$ cat config.mk
export PLATFORM = sky130hd
export DESIGN_NAME = target_hit_tracker
export DESIGN_NICKNAME = d
export VERILOG_FILES = /design/src/rtl/target_hit_tracker.sv
export SDC_FILE = /design/constraint.sdc
export NUM_CORES = 1
export LEC_CHECK = 0
export CAP_MARGIN = 40
export CORE_AREA = 2 2 167 169
export CTS_CLUSTER_SIZE = 8
export DETAILED_ROUTE_END_ITERATION = 12
export DIE_AREA = 0 0 169 171
export PLACE_DENSITY = 0.81
export SLEW_MARGIN = 20
export SYNTH_ARGS = -nofsm -noshare
export SYNTH_HDL_FRONTEND = slang
export SYNTH_SLANG_ARGS = --single-unit
$ cat constraint.sdc
create_clock -name clk -period 9.2 [get_ports clk]
set_input_delay 1.84 -clock clk [delete_from_list [all_inputs] [get_ports clk]]
set_output_delay 1.84 -clock clk [all_outputs]
set_load 0.1 [all_outputs]
$ cat src/rtl/target_hit_tracker.sv
// Frame-rate collision scanner for the six playfield targets: retires hit targets,
// accumulates a saturating score and re-arms the board through a reload handshake.
// Optional build macro: HIT_COMBO_EN (double points inside a combo window).
module target_hit_tracker #(
    parameter int unsigned HIT_RADIUS    = 16,
    parameter int unsigned RED_POINTS    = 10,
    parameter int unsigned GREEN_POINTS  = 20,
    parameter int unsigned PURPLE_POINTS = 50
`ifdef HIT_COMBO_EN
    ,
    parameter int unsigned COMBO_WINDOW  = 60
`endif
) (
    input  logic        clk,
    input  logic        rst,
    input  logic        frame_tick,
    input  logic [11:0] ball_x,
    input  logic [11:0] ball_y,
    input  logic [11:0] red_circle_a_x,
    input  logic [11:0] red_circle_a_y,
    input  logic [11:0] red_circle_b_x,
    input  logic [11:0] red_circle_b_y,
    input  logic [11:0] green_circle_a_x,
    input  logic [11:0] green_circle_a_y,
    input  logic [11:0] green_circle_b_x,
    input  logic [11:0] green_circle_b_y,
    input  logic [11:0] purple_hexagon_a_x,
    input  logic [11:0] purple_hexagon_a_y,
    input  logic [11:0] purple_hexagon_b_x,
    input  logic [11:0] purple_hexagon_b_y,
    input  logic        reload_ack,
    output logic [5:0]  target_alive,
    output logic [15:0] score,
    output logic        hit_pulse,
    output logic [2:0]  hit_index,
    output logic        all_cleared,
    output logic        reload_req,
    output logic        busy
);

    typedef enum logic [2:0] {
        S_IDLE   = 3'd0,
        S_CALC   = 3'd1,
        S_CMP    = 3'd2,
        S_NEXT   = 3'd3,
        S_RELOAD = 3'd4
    } state_t;

    localparam logic [24:0] RADIUS_SQ  = 25'(HIT_RADIUS * HIT_RADIUS);
    localparam logic [15:0] RED_PTS    = 16'(RED_POINTS);
    localparam logic [15:0] GREEN_PTS  = 16'(GREEN_POINTS);
    localparam logic [15:0] PURPLE_PTS = 16'(PURPLE_POINTS);

    function automatic logic [11:0] abs_diff(input logic [11:0] a, input logic [11:0] b);
        return (a >= b) ? (a - b) : (b - a);
    endfunction

    state_t      state_q, state_d;
    logic [2:0]  idx_q, idx_d;
    logic [11:0] bx_q, bx_d, by_q, by_d;
    logic [11:0] adx_q, adx_d, ady_q, ady_d;
    logic [5:0]  alive_q, alive_d;
    logic [15:0] score_q, score_d;
    logic        pulse_q, pulse_d;
    logic [2:0]  hidx_q, hidx_d;
    logic        req_q, req_d;
    logic        busy_q, busy_d;

    logic [11:0] tx_s, ty_s;
    logic [23:0] sqx_s, sqy_s;
    logic [24:0] d2_s;
    logic        hit_s;
    logic        reload_done_s;
    logic [15:0] points_s;
    logic [16:0] add_s;
    logic [16:0] sum_s;
    logic [15:0] sat_s;

    // Live target coordinate and colour value for the index under test.
    always_comb begin
        tx_s     = 12'd0;
        ty_s     = 12'd0;
        points_s = 16'd0;
        case (idx_q)
            3'd0: begin tx_s = red_circle_a_x;     ty_s = red_circle_a_y;     points_s = RED_PTS;    end
            3'd1: begin tx_s = red_circle_b_x;     ty_s = red_circle_b_y;     points_s = RED_PTS;    end
            3'd2: begin tx_s = green_circle_a_x;   ty_s = green_circle_a_y;   points_s = GREEN_PTS;  end
            3'd3: begin tx_s = green_circle_b_x;   ty_s = green_circle_b_y;   points_s = GREEN_PTS;  end
            3'd4: begin tx_s = purple_hexagon_a_x; ty_s = purple_hexagon_a_y; points_s = PURPLE_PTS; end
            3'd5: begin tx_s = purple_hexagon_b_x; ty_s = purple_hexagon_b_y; points_s = PURPLE_PTS; end
            default: begin tx_s = 12'd0; ty_s = 12'd0; points_s = 16'd0; end
        endcase
    end

    // Full-width squared distance so far-away targets can never alias into a hit.
    assign sqx_s         = {12'd0, adx_q} * {12'd0, adx_q};
    assign sqy_s         = {12'd0, ady_q} * {12'd0, ady_q};
    assign d2_s          = {1'b0, sqx_s} + {1'b0, sqy_s};
    assign hit_s         = (state_q == S_CMP) && alive_q[idx_q] && (d2_s <= RADIUS_SQ);
    assign reload_done_s = (state_q == S_RELOAD) && reload_ack;

`ifdef HIT_COMBO_EN
    localparam logic [15:0] COMBO_MAX = 16'(COMBO_WINDOW);
    logic [15:0] combo_cnt_q, combo_cnt_d;

    // Combo window restarts on every hit, advances once per frame and closes at COMBO_MAX.
    always_comb begin
        combo_cnt_d = combo_cnt_q;
        if (hit_s) begin
            combo_cnt_d = 16'd0;
        end else if (reload_done_s) begin
            combo_cnt_d = COMBO_MAX;
        end else if (frame_tick && (combo_cnt_q < COMBO_MAX)) begin
            combo_cnt_d = combo_cnt_q + 16'd1;
        end else begin
            combo_cnt_d = combo_cnt_q;
        end
    end

    // Combo counter register; reset leaves the window closed.
    always_ff @(posedge clk) begin
        if (rst) begin
            combo_cnt_q <= COMBO_MAX;
        end else begin
            combo_cnt_q <= combo_cnt_d;
        end
    end

    assign add_s = (combo_cnt_q < COMBO_MAX) ? {points_s, 1'b0} : {1'b0, points_s};
`else
    assign add_s = {1'b0, points_s};
`endif

    assign sum_s = {1'b0, score_q} + add_s;
    assign sat_s = sum_s[16] ? 16'hFFFF : sum_s[15:0];

    // Scan sequencer: next-state and datapath updates.
    always_comb begin
        state_d = state_q;
        idx_d   = idx_q;
        bx_d    = bx_q;
        by_d    = by_q;
        adx_d   = adx_q;
        ady_d   = ady_q;
        alive_d = alive_q;
        score_d = score_q;
        pulse_d = 1'b0;
        hidx_d  = hidx_q;
        req_d   = req_q;
        case (state_q)
            S_IDLE: begin
                if (frame_tick) begin
                    bx_d    = ball_x;
                    by_d    = ball_y;
                    idx_d   = 3'd0;
                    state_d = S_CALC;
                end else begin
                    state_d = S_IDLE;
                end
            end
            S_CALC: begin
                adx_d   = abs_diff(bx_q, tx_s);
                ady_d   = abs_diff(by_q, ty_s);
                state_d = S_CMP;
            end
            S_CMP: begin
                if (hit_s) begin
                    alive_d[idx_q] = 1'b0;
                    pulse_d        = 1'b1;
                    hidx_d         = idx_q;
                    score_d        = sat_s;
                end else begin
                    score_d = score_q;
                end
                state_d = S_NEXT;
            end
            S_NEXT: begin
                if (idx_q == 3'd5) begin
                    if (alive_q == 6'd0) begin
                        req_d   = 1'b1;
                        state_d = S_RELOAD;
                    end else begin
                        state_d = S_IDLE;
                    end
                end else begin
                    idx_d   = 3'(idx_q + 3'd1);
                    state_d = S_CALC;
                end
            end
            S_RELOAD: begin
                if (reload_ack) begin
                    alive_d = 6'b111111;
                    req_d   = 1'b0;
                    state_d = S_IDLE;
                end else begin
                    req_d   = 1'b1;
                    state_d = S_RELOAD;
                end
            end
            default: begin
                state_d = S_IDLE;
            end
        endcase
        busy_d = (state_d != S_IDLE);
    end

    // State and output registers.
    always_ff @(posedge clk) begin
        if (rst) begin
            state_q <= S_IDLE;
            idx_q   <= 3'd0;
            bx_q    <= 12'd0;
            by_q    <= 12'd0;
            adx_q   <= 12'd0;
            ady_q   <= 12'd0;
            alive_q <= 6'b111111;
            score_q <= 16'd0;
            pulse_q <= 1'b0;
            hidx_q  <= 3'd0;
            req_q   <= 1'b0;
            busy_q  <= 1'b0;
        end else begin
            state_q <= state_d;
            idx_q   <= idx_d;
            bx_q    <= bx_d;
            by_q    <= by_d;
            adx_q   <= adx_d;
            ady_q   <= ady_d;
            alive_q <= alive_d;
            score_q <= score_d;
            pulse_q <= pulse_d;
            hidx_q  <= hidx_d;
            req_q   <= req_d;
            busy_q  <= busy_d;
        end
    end

    assign target_alive = alive_q;
    assign score        = score_q;
    assign hit_pulse    = pulse_q;
    assign hit_index    = hidx_q;
    assign reload_req   = req_q;
    assign busy         = busy_q;
    assign all_cleared  = (alive_q == 6'd0);

endmodule

==> impl_metrics.toml <==
[floorplan]
std_cell_rows = 61
starting_utilization_of_the_core_area = 0.5707
design.portCount = 201
die_w_um = 169
fp.coreArea_mm2 = 0.02732
dieArea_mm2 = 0.02890
die_height_um = 171

[grt]
via_count_of_the_first_global_routing_pass = 14540
first_pass_grt_wire_length_um = 73160
globalRouteTotalUtil = 0.3231
grt_max_degree = 52
grt_overflow = 0
antenna_found_initial = 2
most_used_routing_layer = "met2"
global_route.usage.met2 = 0.5978
grt_util_met3 = 0.04048
globalRouteMet1Util = 0.3558

[power_and_ir_drop]
p_per_area_mw_per_mm2 = 107.6
leakage_nw = 9.050
irDropWorstVdd_uv = 87.88

[logic_synthesis]
postSynthAreaPerCell_um2 = 8.256
synth-async-reset-ratio = 0
netlist_instances = 1889
postSynth.topFlopCell = "sky130_fd_sc_hd__dfxtp_1"
mappedNetlistNets = 2438
yosysSeqAreaShare = 0.1053
synth_cell_type_count = 84
synthesis.yosys.warnings = 0
synth_area_mm2 = 0.01559
synth_enable_flop_cells = 0
synth-seq-cells = 82

[worst_setup_path]
critPathMaxStageDelay_ns = 0.59
cpMaxStageDelayCell = "sky130_fd_sc_hd__and4_4"
timing.critical_path.cells = "inv_1, nor2_1, fa_1, fa_1, fa_1, fa_1, fa_1, fa_1, inv_1, fa_1, inv_1, ha_1, nand2_1, o32ai_1, nand2_1, a31oi_1, o2111ai_1, nor4_1, and4_4, a21oi_1, a311oi_1"
worst_ep_required_time_ns = 9.45
start_kind = "flop"
critical_path.max_fanout = 38
worst-endpoint-arrival_ns = 8.02
critPathCaptureType = "flop"
worst-setup-path-type = "reg -> reg"
cp_dominant_cell_by_count = "sky130_fd_sc_hd__fa_1"

[timing]
post_route_clock_skew_ns = 0.01156
timing.final.crit_share = 0.8445
grt_setup_unrepaired = "false"
finalWorstPathRequiredPeriod_ns = 7.769
max_freq_ghz = 0.1287
worst_slack_ns = 1.431
drv_slew = 0
relSlewSlack = 0.4841
totalNegativeSetupSlack_ns = 0
final_hold_viol_count = 0
fin_worst_hold_slack_ns = 0.4648
setup_viol = 0
worst_slew_pin_slew_ns = 0.7730

[clock_tree]
postCtsSetupBuffers = 0
cts-buffers-inserted = 9
ctsRootBufferMaster = "sky130_fd_sc_hd__clkbuf_16"
cts.sinks = 82
ctsLongestPathBuffers = 2
cts_tree = "yes"
htreeDepth = 3
cts.reportedPaths.clkPinSlew_ns = 0.06
cts_hold_buffers = 0
worst_skew_pair.late_latency_ns = 0.36
cts_repair_resize_count = 0

[cells_and_area]
fin_nets = 2602
final_layout_size_suffix_gt1_frac = 0.06223
layout_stage_area_growth_over_the_synthesis_result_pct = 19.02

[detailed_routing]
antenna_violating_nets_post_route = 0
dr_total_vias = 13960
vias_per_inst = 5.806
detail_route.drc_violations = 0
drt_iter0_drc = 929
postRouteWirelength_um = 45740
dr.pass1.iters = 6
wire_per_inst_um = 19.02

[outcome]
run_status = "finished, final reports clean"

[min_path]
timing.hold.worst.class = "reg -> reg"

[run]
max_cap_viol_count = 0

[placement]
weighted_congestion_reported_at_the_end_of_routability_driven_placement = 0.9039
numPortBuffers = 200
pre_cts_setup_slack_ns = 1.525
place_hpwl_um = 38540
==> power breakdown <==
| group | total [mW] | switching [mW] | internal (mW) |
|---|---|---|---|
| Combinational | 1.17 | 0.686 | 0.483 |
| Clock | 0.389 | 0.158 | 0.231 |
| Sequential | 0.439 | 0.0603 | 0.379 |
| Total | 2.00 | 0.905 | 1.09 |
==> cells in the mapped netlist, types with 8 or more instances <==
master	count	area, um^2
sky130_fd_sc_hd__dfxtp_1	82	1642
sky130_fd_sc_hd__a31o_2	9	78.83
sky130_fd_sc_hd__nand2_1	222	833.3
sky130_fd_sc_hd__nor2_1	67	251.5
sky130_fd_sc_hd__fa_1	206	4124
sky130_fd_sc_hd__a21oi_1	97	485.5
sky130_fd_sc_hd__a211oi_1	16	120.1
sky130_fd_sc_hd__buf_2	10	50.05
sky130_fd_sc_hd__a221oi_1	11	96.34
sky130_fd_sc_hd__and3_1	16	100.1
sky130_fd_sc_hd__a31oi_1	17	106.4
sky130_fd_sc_hd__mux2_2	33	371.6
sky130_fd_sc_hd__a222oi_1	10	100.1
sky130_fd_sc_hd__o21a_1	9	67.56
sky130_fd_sc_hd__nor3_1	19	95.09
sky130_fd_sc_hd__or3_1	8	50.05
sky130_fd_sc_hd__a21o_1	32	240.2
sky130_fd_sc_hd__nor2b_1	19	118.9
sky130_fd_sc_hd__nand2b_1	12	75.07
sky130_fd_sc_hd__a311oi_1	9	78.83
sky130_fd_sc_hd__a22oi_1	10	75.07
sky130_fd_sc_hd__and2_1	62	387.9
sky130_fd_sc_hd__o211ai_1	11	82.58
sky130_fd_sc_hd__xnor2_1	18	157.7
sky130_fd_sc_hd__o21ai_0	57	285.3
sky130_fd_sc_hd__ha_1	171	2140
sky130_fd_sc_hd__a21boi_0	10	75.07
sky130_fd_sc_hd__o21ai_1	9	45.04
sky130_fd_sc_hd__xor2_1	14	122.6
sky130_fd_sc_hd__mux2i_1	22	220.2
sky130_fd_sc_hd__nand4_1	8	50.05
sky130_fd_sc_hd__nand3_1	23	115.1
sky130_fd_sc_hd__a41o_1	9	90.09
sky130_fd_sc_hd__inv_1	381	1430
sky130_fd_sc_hd__clkbuf_1	65	244.0
==> flip-flops by register name (all words and copies together), names as in the netlist, 3 cells and up <==
signal,count
bx_q,12
ady_q,12
idx_q,3
state_q,3
hit_index,3
by_q,12
target_alive,6
adx_q,12
score,16
==> cell usage in the layout, fill, tap and decap left out, types with 9 or more instances in the layout <==
| cell type | n |
|---|---|
| sky130_fd_sc_hd__o211ai_1 | 11 |
| sky130_fd_sc_hd__a311oi_1 | 9 |
| sky130_fd_sc_hd__a22oi_1 | 10 |
| sky130_fd_sc_hd__nor2b_1 | 19 |
| sky130_fd_sc_hd__a211oi_1 | 16 |
| sky130_fd_sc_hd__mux2i_1 | 22 |
| sky130_fd_sc_hd__a221oi_1 | 11 |
| sky130_fd_sc_hd__a222oi_1 | 10 |
| sky130_fd_sc_hd__o21a_1 | 9 |
| sky130_fd_sc_hd__and3_1 | 16 |
| sky130_fd_sc_hd__nor2_1 | 67 |
| sky130_fd_sc_hd__a41o_1 | 9 |
| sky130_fd_sc_hd__a21boi_0 | 10 |
| sky130_fd_sc_hd__nand3_1 | 23 |
| sky130_fd_sc_hd__a21oi_1 | 97 |
| sky130_fd_sc_hd__a31oi_1 | 17 |
| sky130_fd_sc_hd__fa_1 | 206 |
| sky130_fd_sc_hd__o21ai_1 | 9 |
| sky130_fd_sc_hd__and2_1 | 62 |
| sky130_fd_sc_hd__inv_1 | 381 |
| sky130_fd_sc_hd__a31o_2 | 9 |
| sky130_fd_sc_hd__a21o_1 | 32 |
| sky130_fd_sc_hd__mux2_2 | 33 |
| sky130_fd_sc_hd__nand2_1 | 222 |
| sky130_fd_sc_hd__clkbuf_16 | 9 |
| sky130_fd_sc_hd__ha_1 | 171 |
| sky130_fd_sc_hd__dfxtp_1 | 81 |
| sky130_fd_sc_hd__clkdlybuf4s50_1 | 199 |
| sky130_fd_sc_hd__xor2_1 | 14 |
| sky130_fd_sc_hd__nand2b_1 | 12 |
| sky130_fd_sc_hd__xnor2_1 | 18 |
| sky130_fd_sc_hd__buf_8 | 23 |
| sky130_fd_sc_hd__buf_4 | 9 |
| sky130_fd_sc_hd__nor3_1 | 19 |
| sky130_fd_sc_hd__o21ai_0 | 57 |
==> routing by layer <==
layer,vias up,routed length [um]
li1,6507,-
met3,127,2368
met4,0,2942
met1,6822,16990
met2,508,23440
met5,-,0
==> worst max-delay path: cells and delay by family (launching register included) <==
| family | cells | cell delay (ns) |
|---|---|---|
| flip-flops | 1 | 0.57 |
| AND/OR/NAND/NOR | 5 | 1.40 |
| AO/OA/AOI/OAI | 5 | 1.35 |
| buffers and inverters | 3 | 0.30 |
| adder cells (fa/ha/maj) | 8 | 4.05 |
==> final cells by class <==
| class | count | area, um^2 |
|---|---|---|
| Fill cell | 2212 | 8762 |
| Sequential cell | 82 | 1643 |
| Clock buffer | 13 | 270.3 |
| Timing Repair Buffer | 240 | 2597 |
| Tap cell | 346 | 432.9 |
| Antenna cell | 2 | 5.005 |
| Clock inverter | 2 | 35.03 |
| Multi-Input combinational cell | 1339 | 12150 |
| Inverter | 381 | 1430 |
==> logic make-up (layout without fill, tap and decap cells) <==
group                    Yosys count  after routing  synth area share
AND/OR/NAND/NOR                  503            503            0.1573
buffers and inverters            468            636            0.1162
other                              0              2                 0
AO/OA/AOI/OAI                    371            371            0.1622
XOR/XNOR                          32             32           0.01797
flip-flops                        82             82            0.1053
multiplexers                      56             56           0.03939
adder cells (fa/ha/maj)          377            377            0.4016
==> final timing paths <==
path                    startpoint                      to  slack (ns)  cells after the start
min reg2reg  by_q[11]$_SDFFE_PP0P_   by_q[11]$_SDFFE_PP0P_        0.46                      2
min          by_q[11]$_SDFFE_PP0P_   by_q[11]$_SDFFE_PP0P_        0.46                      2
max reg2reg  ady_q[9]$_SDFFE_PP0P_  score[12]$_SDFFE_PP0P_        1.43                     21
max          ady_q[9]$_SDFFE_PP0P_  score[12]$_SDFFE_PP0P_        1.43                     21
==> through the flow <==
stage	instance area, um^2	power, mW	util	cells
6_report	18560	1.998	0.6793	2405
3_3_place_gp	17710	1.571	0.6482	2356
4_1_cts	18550	1.990	0.6787	2402
5_1_grt	18560	2.155	0.6793	2405
2_1_floorplan	15600	1.241	-	1889
3_5_place_dp	18240	1.605	0.6676	2387
Power figures use the tool's default switching activity.
